## src/rtl/alu_arbiter_if.sv

```systemverilog
// Bundle of the two requester channels, the shared-ALU port and the response channel.
// The arbiter takes the slave side; requesters, ALU and consumer take the master side.
interface alu_arbiter_if #(parameter int N = 32);
    logic         req0_valid;
    logic         req0_ready;
    logic [N-1:0] req0_a;
    logic [N-1:0] req0_b;
    logic [2:0]   req0_op;
    logic         req1_valid;
    logic         req1_ready;
    logic [N-1:0] req1_a;
    logic [N-1:0] req1_b;
    logic [2:0]   req1_op;
    logic [N-1:0] alu_a;
    logic [N-1:0] alu_b;
    logic [2:0]   alu_op;
    logic [N-1:0] alu_result;
    logic [3:0]   alu_flags;
    logic         rsp_valid;
    logic         rsp_ready;
    logic         rsp_id;
    logic [N-1:0] rsp_result;
    logic [3:0]   rsp_flags;
    logic         rsp_err;
    logic         busy;

    modport slave (
        input  req0_valid, req0_a, req0_b, req0_op,
        input  req1_valid, req1_a, req1_b, req1_op,
        input  alu_result, alu_flags, rsp_ready,
        output req0_ready, req1_ready, alu_a, alu_b, alu_op,
        output rsp_valid, rsp_id, rsp_result, rsp_flags, rsp_err, busy
    );

    modport master (
        output req0_valid, req0_a, req0_b, req0_op,
        output req1_valid, req1_a, req1_b, req1_op,
        output alu_result, alu_flags, rsp_ready,
        input  req0_ready, req1_ready, alu_a, alu_b, alu_op,
        input  rsp_valid, rsp_id, rsp_result, rsp_flags, rsp_err, busy
    );
endinterface

```

## src/rtl/alu_arbiter.sv

```systemverilog
// Round-robin arbiter granting two requesters access to one shared combinational ALU,
// one operation in flight: IDLE (grant) -> EXEC (ALU evaluates) -> RESP (hold result).
module alu_arbiter #(
    parameter int N = 32
) (
    input  logic         clk,
    input  logic         rst,
    alu_arbiter_if.slave bus
);
    localparam logic [1:0] S_IDLE = 2'd0;
    localparam logic [1:0] S_EXEC = 2'd1;
    localparam logic [1:0] S_RESP = 2'd2;

    logic [1:0]   r_state;
    logic         r_prio;
    logic [N-1:0] r_a;
    logic [N-1:0] r_b;
    logic [2:0]   r_op;
    logic         r_id;
    logic [N-1:0] r_rsp_result;
    logic [3:0]   r_rsp_flags;
    logic         r_rsp_err;

    logic         w_idle;
    logic         w_gnt0;
    logic         w_gnt1;
    logic [N-1:0] w_sel_a;
    logic [N-1:0] w_sel_b;
    logic [2:0]   w_sel_op;
    logic         w_illegal;

    // Grant selection: r_prio=0 favours req0, r_prio=1 favours req1 under contention
    always_comb begin
        w_idle = (r_state == S_IDLE);
        w_gnt0 = 1'b0;
        w_gnt1 = 1'b0;
        if (bus.req0_valid && (!bus.req1_valid || !r_prio)) begin
            w_gnt0 = 1'b1;
        end else if (bus.req1_valid) begin
            w_gnt1 = 1'b1;
        end else begin
            w_gnt0 = 1'b0;
            w_gnt1 = 1'b0;
        end
    end

    // Operand mux feeding the latch on a handshake
    always_comb begin
        w_sel_a  = bus.req0_a;
        w_sel_b  = bus.req0_b;
        w_sel_op = bus.req0_op;
        if (w_gnt1) begin
            w_sel_a  = bus.req1_a;
            w_sel_b  = bus.req1_b;
            w_sel_op = bus.req1_op;
        end else begin
            w_sel_a  = bus.req0_a;
            w_sel_b  = bus.req0_b;
            w_sel_op = bus.req0_op;
        end
    end

    assign w_illegal = r_op[2] & r_op[1];

    // Ready is combinational so a requester is accepted in the same cycle it presents valid
    assign bus.req0_ready = w_idle & w_gnt0;
    assign bus.req1_ready = w_idle & w_gnt1;

    // ALU inputs always come from the latched operands, so they only move on a new grant
    assign bus.alu_a      = r_a;
    assign bus.alu_b      = r_b;
    assign bus.alu_op     = r_op;
    assign bus.rsp_valid  = (r_state == S_RESP);
    assign bus.rsp_id     = r_id;
    assign bus.rsp_result = r_rsp_result;
    assign bus.rsp_flags  = r_rsp_flags;
    assign bus.rsp_err    = r_rsp_err;
    assign bus.busy       = !w_idle;

    // FSM, priority and request latch
    always_ff @(posedge clk or posedge rst) begin
        if (rst) begin
            r_state <= S_IDLE;
            r_prio  <= 1'b0;
            r_a     <= {N{1'b0}};
            r_b     <= {N{1'b0}};
            r_op    <= 3'd0;
            r_id    <= 1'b0;
        end else begin
            case (r_state)
                S_IDLE: begin
                    if (w_gnt0 || w_gnt1) begin
                        r_a     <= w_sel_a;
                        r_b     <= w_sel_b;
                        r_op    <= w_sel_op;
                        r_id    <= w_gnt1;
                        r_prio  <= w_gnt0;
                        r_state <= S_EXEC;
                    end
                end
                S_EXEC: begin
                    r_state <= S_RESP;
                end
                S_RESP: begin
                    if (bus.rsp_ready) begin
                        r_state <= S_IDLE;
                    end
                end
                default: begin
                    r_state <= S_IDLE;
                end
            endcase
        end
    end

    // Response capture at the end of EXEC; illegal opcodes report zeros with the error bit
    always_ff @(posedge clk or posedge rst) begin
        if (rst) begin
            r_rsp_result <= {N{1'b0}};
            r_rsp_flags  <= 4'b0000;
            r_rsp_err    <= 1'b0;
        end else if (r_state == S_EXEC) begin
            if (w_illegal) begin
                r_rsp_result <= {N{1'b0}};
                r_rsp_flags  <= 4'b0000;
                r_rsp_err    <= 1'b1;
            end else begin
                r_rsp_result <= bus.alu_result;
                r_rsp_flags  <= bus.alu_flags;
                r_rsp_err    <= 1'b0;
            end
        end
    end
endmodule

```

## src/flat_wrapper.sv

```systemverilog
// flat-port wrapper written by rule: the top's interface ports become plain ports
module alu_arbiter_flat 
#(
    parameter int N = 32
)
  (clk, rst, bus_req0_valid, bus_req0_a, bus_req0_b, bus_req0_op, bus_req1_valid, bus_req1_a, bus_req1_b, bus_req1_op, bus_alu_result, bus_alu_flags, bus_rsp_ready, bus_req0_ready, bus_req1_ready, bus_alu_a, bus_alu_b, bus_alu_op, bus_rsp_valid, bus_rsp_id, bus_rsp_result, bus_rsp_flags, bus_rsp_err, bus_busy);
  alu_arbiter_if #(.N(N)) bus_i ();
  input  logic clk;
  input  logic rst;
  input wire logic [$bits(bus_i.req0_valid)-1:0] bus_req0_valid;
  input wire logic [$bits(bus_i.req0_a)-1:0] bus_req0_a;
  input wire logic [$bits(bus_i.req0_b)-1:0] bus_req0_b;
  input wire logic [$bits(bus_i.req0_op)-1:0] bus_req0_op;
  input wire logic [$bits(bus_i.req1_valid)-1:0] bus_req1_valid;
  input wire logic [$bits(bus_i.req1_a)-1:0] bus_req1_a;
  input wire logic [$bits(bus_i.req1_b)-1:0] bus_req1_b;
  input wire logic [$bits(bus_i.req1_op)-1:0] bus_req1_op;
  input wire logic [$bits(bus_i.alu_result)-1:0] bus_alu_result;
  input wire logic [$bits(bus_i.alu_flags)-1:0] bus_alu_flags;
  input wire logic [$bits(bus_i.rsp_ready)-1:0] bus_rsp_ready;
  output wire logic [$bits(bus_i.req0_ready)-1:0] bus_req0_ready;
  output wire logic [$bits(bus_i.req1_ready)-1:0] bus_req1_ready;
  output wire logic [$bits(bus_i.alu_a)-1:0] bus_alu_a;
  output wire logic [$bits(bus_i.alu_b)-1:0] bus_alu_b;
  output wire logic [$bits(bus_i.alu_op)-1:0] bus_alu_op;
  output wire logic [$bits(bus_i.rsp_valid)-1:0] bus_rsp_valid;
  output wire logic [$bits(bus_i.rsp_id)-1:0] bus_rsp_id;
  output wire logic [$bits(bus_i.rsp_result)-1:0] bus_rsp_result;
  output wire logic [$bits(bus_i.rsp_flags)-1:0] bus_rsp_flags;
  output wire logic [$bits(bus_i.rsp_err)-1:0] bus_rsp_err;
  output wire logic [$bits(bus_i.busy)-1:0] bus_busy;
  assign bus_i.req0_valid = bus_req0_valid;
  assign bus_i.req0_a = bus_req0_a;
  assign bus_i.req0_b = bus_req0_b;
  assign bus_i.req0_op = bus_req0_op;
  assign bus_i.req1_valid = bus_req1_valid;
  assign bus_i.req1_a = bus_req1_a;
  assign bus_i.req1_b = bus_req1_b;
  assign bus_i.req1_op = bus_req1_op;
  assign bus_i.alu_result = bus_alu_result;
  assign bus_i.alu_flags = bus_alu_flags;
  assign bus_i.rsp_ready = bus_rsp_ready;
  assign bus_req0_ready = bus_i.req0_ready;
  assign bus_req1_ready = bus_i.req1_ready;
  assign bus_alu_a = bus_i.alu_a;
  assign bus_alu_b = bus_i.alu_b;
  assign bus_alu_op = bus_i.alu_op;
  assign bus_rsp_valid = bus_i.rsp_valid;
  assign bus_rsp_id = bus_i.rsp_id;
  assign bus_rsp_result = bus_i.rsp_result;
  assign bus_rsp_flags = bus_i.rsp_flags;
  assign bus_rsp_err = bus_i.rsp_err;
  assign bus_busy = bus_i.busy;
  alu_arbiter #(.N(N)) u_core (.clk(clk), .rst(rst), .bus(bus_i));
endmodule
```

## config.mk

```make
export PLATFORM = sky130hd
export DESIGN_NAME = alu_arbiter_flat
export DESIGN_NICKNAME = d
export VERILOG_FILES = /design/src/rtl/alu_arbiter_if.sv /design/src/rtl/alu_arbiter.sv /design/src/flat_wrapper.sv
export SDC_FILE = /design/constraint.sdc
export NUM_CORES = 1
export LEC_CHECK = 0
export ABC_CLOCK_PERIOD_IN_PS = 4100
export CAP_MARGIN = 20
export CORE_UTILIZATION = 39
export CTS_CLUSTER_DIAMETER = 40
export DETAILED_ROUTE_END_ITERATION = 6
export PLACE_DENSITY = 0.81
export REMOVE_ABC_BUFFERS = 1
export SYNTH_ARGS = -nofsm -noshare
export SYNTH_HDL_FRONTEND = slang
export SYNTH_SLANG_ARGS = --single-unit
```

## constraint.sdc

```tcl
create_clock -name clk -period 4.1 [get_ports clk]
set_input_delay 0.82 -clock clk [delete_from_list [all_inputs] [get_ports clk]]
set_output_delay 0.82 -clock clk [all_outputs]
set_load 0.005 [all_outputs]
```

==> out/results.md <==
| Result | Reported | Unit |
|---|---|---|
| Proportion of layout cells with a drive suffix above 1 | 8.48 | % |
| Antenna violations before repair | 0 | - |
| Drt initial violations | 400 | - |
| Total congestion overflow after global routing | 0 | - |
| Count of fill cells added during filler insertion | 960 | - |
| Wire length per cell after detailed routing | 19.1 | µm |
| Fmax | 0.340 | GHz |
| Vias post-DR | 5190 | - |
| M3 GR Usage | 7.96 | % |
| Vias/cell | 5.70 | - |
| Rows | 40 | - |
| Crit-path most repeated cell | sky130_fd_sc_hd__clkdlybuf4s50_1 | - |
| Largest voltage drop on the vdd net | 0.462 | mV |
| Clock tree root buffer cell | sky130_fd_sc_hd__clkbuf_16 | - |
| Total track usage | 25.8 | % |
| Max-capacitance violation count | 0 | - |
| Clock period minus worst slack | 2940 | ps |
| Category of cells accounting for the largest share of critical-path delay | buffers and inverters | - |
| R2R setup slack | 2270 | ps |
| Maximum number of pins on one net before global-route repair | 69 | - |
| Met2 track demand over resource in global routing | 43.3 | % |
| Slew at the pin with the worst max-slew slack | 1070 | ps |
| Ratio of final minimum period to clock period | 71.7 | % |
| Unique cell type count in the Yosys netlist | 21 | - |
| Number of standard cells in the final layout excluding fillers | 911 | - |
| CP max stage cell | sky130_fd_sc_hd__clkdlybuf4s50_1 | - |
| Detailed-route DRC error count | 0 | - |
| Synthesized instance count | 495 | - |
| Data required time of the critical path | 3280 | ps |
| Die footprint | 13300 | µm² |
| ANT nets after route | 0 | - |
| Synthesis Warnings | 0 | - |
| Largest fanout on the critical path | 5 | - |
| Cell leakage power | 3.14 | nW |
| H-tree lvl count | 3 | - |
| Number of placed instances with taps included | 894 | - |
| Global Route met1 Usage | 30.7 | % |
| Register cell area after layout | 2700 | µm² |
| Startpoint Class | input pin | - |
| Most Crowded Layer GR | met2 | - |
| Number of global-route vias before repair | 5127 | - |
| Core Footprint | 12300 | µm² |
| Endpoints failing setup | 0 | - |
| First-pass GRT wire length | 26700 | µm |
| Min-delay worst type | reg -> reg | - |
| Final Hold Vio Count | 0 | - |
| Synth Cell Area | 5000 | µm² |
| Avg Synthesized Cell Area | 10.1 | µm² |
| Register area share after synthesis | 54.1 | % |
| Length of the first detailed-routing pass in iterations | 5 | - |
| Cells along the critical path | clkdlybuf4s50_1 -> nand2b_2 -> nand2_1 -> nor2_1 -> clkdlybuf4s50_1 | - |
| Setup repair after global routing missed its margin | no | - |
| Register clock-pin slew on the reported worst setup and hold paths | 70 | ps |
| Count of buffers from port buffering | 283 | - |
| ANT cells | 0 | - |
| Final slew viol count | 0 | - |
| Area growth, synth to finish | 62.9 | % |
| Clock skew | 7.78 | ps |
| Initial Util | 40.7 | % |
| Longest individual stage delay on the worst path | 500 | ps |
| Worst Setup Path Type | in -> out | - |
| Power density of the placed cells | 681 | nW/µm² |
| Die height | 115 | µm |
| Multi-input combinational cell area | 1970 | µm² |
| Setup TNS Final | 0 | ps |
| Dpl cell area | 7800 | µm² |
| Buffers and inverters on the worst path | 2 | - |
| Count of boundary I/O pins | 284 | - |
| Commonest non-fill, non-tap cell in the layout | sky130_fd_sc_hd__clkdlybuf4s50_1 | - |
| Number of sinks on the clock net | 108 | - |
| CTS tree | yes | - |
| Final Net Count | 913 | - |
| Count of buffers added by post-CTS timing repair for setup | 0 | - |
| Insertion delay of the later-clocked pin in the worst-skew pair | 340 | ps |
| Routability congestion estimate from global placement | 0.831 | - |
| Die X-Extent | 115 | µm |
| Maximum number of buffers from clock root to sink | 2 | - |
| Detailed Place HPWL | 11800 | µm |
| Post-cts gate resize count | 0 | - |
| Normalized max-slew margin | 28.8 | % |
| Status | finished, final reports clean | - |
| CP arrival | 2120 | ps |
| # hold bufs at CTS | 0 | - |
| Number of register bits inferred by synthesis | 108 | - |
| Endpoint class of the critical path | output port | - |
| Summed area of non-filler cells in the final layout | 8140 | µm² |
| Number of buffers added by the clock tree synthesis step | 9 | - |
| Detailed Route WL | 17400 | µm |
| Most used cells in the layout excluding fill and tap cells | 282 x sky130_fd_sc_hd__clkdlybuf4s50_1, 108 x sky130_fd_sc_hd__dfrtp_1, 69 x sky130_fd_sc_hd__o21ai_0 | - |
routing by layer:
metal,wire (µm),part of all wire (%),vias up
met5,0,0,-
met4,561,3.2,0
met3,1780,10,38
met2,8430,48,305
met1,6630,38,2505
li1,-,-,2342
area by class of cell:
cell class / count / area share (%)
tap: 168 / 2.58
clock inverter: 6 / 1.08
inverter: 5 / 0.261
timing repair buffer: 291 / 35.8
sequential: 108 / 33.2
multi-input combinational: 323 / 24.3
clock buffer: 10 / 2.81
sequential cells by signal (all words and copies together), names as in the netlist:
name	flops
u_core.r_state	2
u_core.bus.alu_op	3
u_core.bus.rsp_flags	4
u_core.bus.alu_b	32
u_core.bus.rsp_err	1
u_core.bus.rsp_id	1
u_core.r_prio	1
u_core.bus.alu_a	32
u_core.bus.rsp_result	32
path summary, 6_finish.rpt:
kind | end | cells after the start | startpoint
max | bus_req1_ready | 5 | bus_req0_valid
min | u_core.bus.rsp_flags[2] | 1 | u_core.bus.rsp_flags[2]
max reg2reg | u_core.bus.alu_a[15] | 4 | u_core.r_state[0]
min reg2reg | u_core.bus.rsp_flags[2] | 1 | u_core.bus.rsp_flags[2]
max in group asynchronous | u_core.bus.rsp_result[27] | 3 | rst
min in group asynchronous | u_core.bus.alu_b[18] | 2 | rst
cell families after synthesis:
logic type | Yosys count | share of synthesized area [%]
flops | 108 | 54.1
simple gates | 78 | 8.01
buf+inv | 64 | 6.64
compound gates | 245 | 31.3
where the power goes:
| part | switching [mW] | leakage (nW) | internal (mW) | total (mW) |
|---|---|---|---|---|
| clock | 0.387 | 0.157 | 0.537 | 0.925 |
| sequential | 0.327 | 1.27 | 1.58 | 1.91 |
| combinational | 1.21 | 1.71 | 1.49 | 2.71 |
through the flow:
step	utilization (%)	setup WS [ps]	total power, mW	hold slack [ps]
6_report	66.4	1160	5.54	505
3_3_place_gp	63.6	1170	4.52	487
2_1_floorplan	-	434	2.99	479
3_5_place_dp	63.6	1140	4.61	490
5_1_grt	66.4	1060	5.86	522
4_1_cts	66.2	1150	5.55	511
synthesized netlist by cell type:
master | count | share of area, %
sky130_fd_sc_hd__dfrtp_1 | 108 | 54
sky130_fd_sc_hd__a21oi_1 | 39 | 3.9
sky130_fd_sc_hd__buf_4 | 4 | 0.60
sky130_fd_sc_hd__a21oi_2 | 31 | 5.4
sky130_fd_sc_hd__nor2_1 | 2 | 0.15
sky130_fd_sc_hd__and2b_1 | 1 | 0.15
sky130_fd_sc_hd__nand2b_1 | 3 | 0.38
sky130_fd_sc_hd__nor2_2 | 1 | 0.13
sky130_fd_sc_hd__buf_6 | 6 | 1.4
sky130_fd_sc_hd__or2_1 | 1 | 0.13
sky130_fd_sc_hd__inv_1 | 3 | 0.23
sky130_fd_sc_hd__clkbuf_1 | 24 | 1.8
sky130_fd_sc_hd__a31oi_1 | 67 | 8.4
sky130_fd_sc_hd__o21ai_0 | 69 | 6.9
sky130_fd_sc_hd__inv_2 | 2 | 0.15
sky130_fd_sc_hd__nor2_4 | 1 | 0.23
sky130_fd_sc_hd__nand2_1 | 2 | 0.15
sky130_fd_sc_hd__nand3_1 | 67 | 6.7
sky130_fd_sc_hd__o21ai_1 | 3 | 0.30
sky130_fd_sc_hd__buf_2 | 25 | 2.5
sky130_fd_sc_hd__a22o_1 | 36 | 6.3
Note: power is estimated with default switching activity, not from simulation.
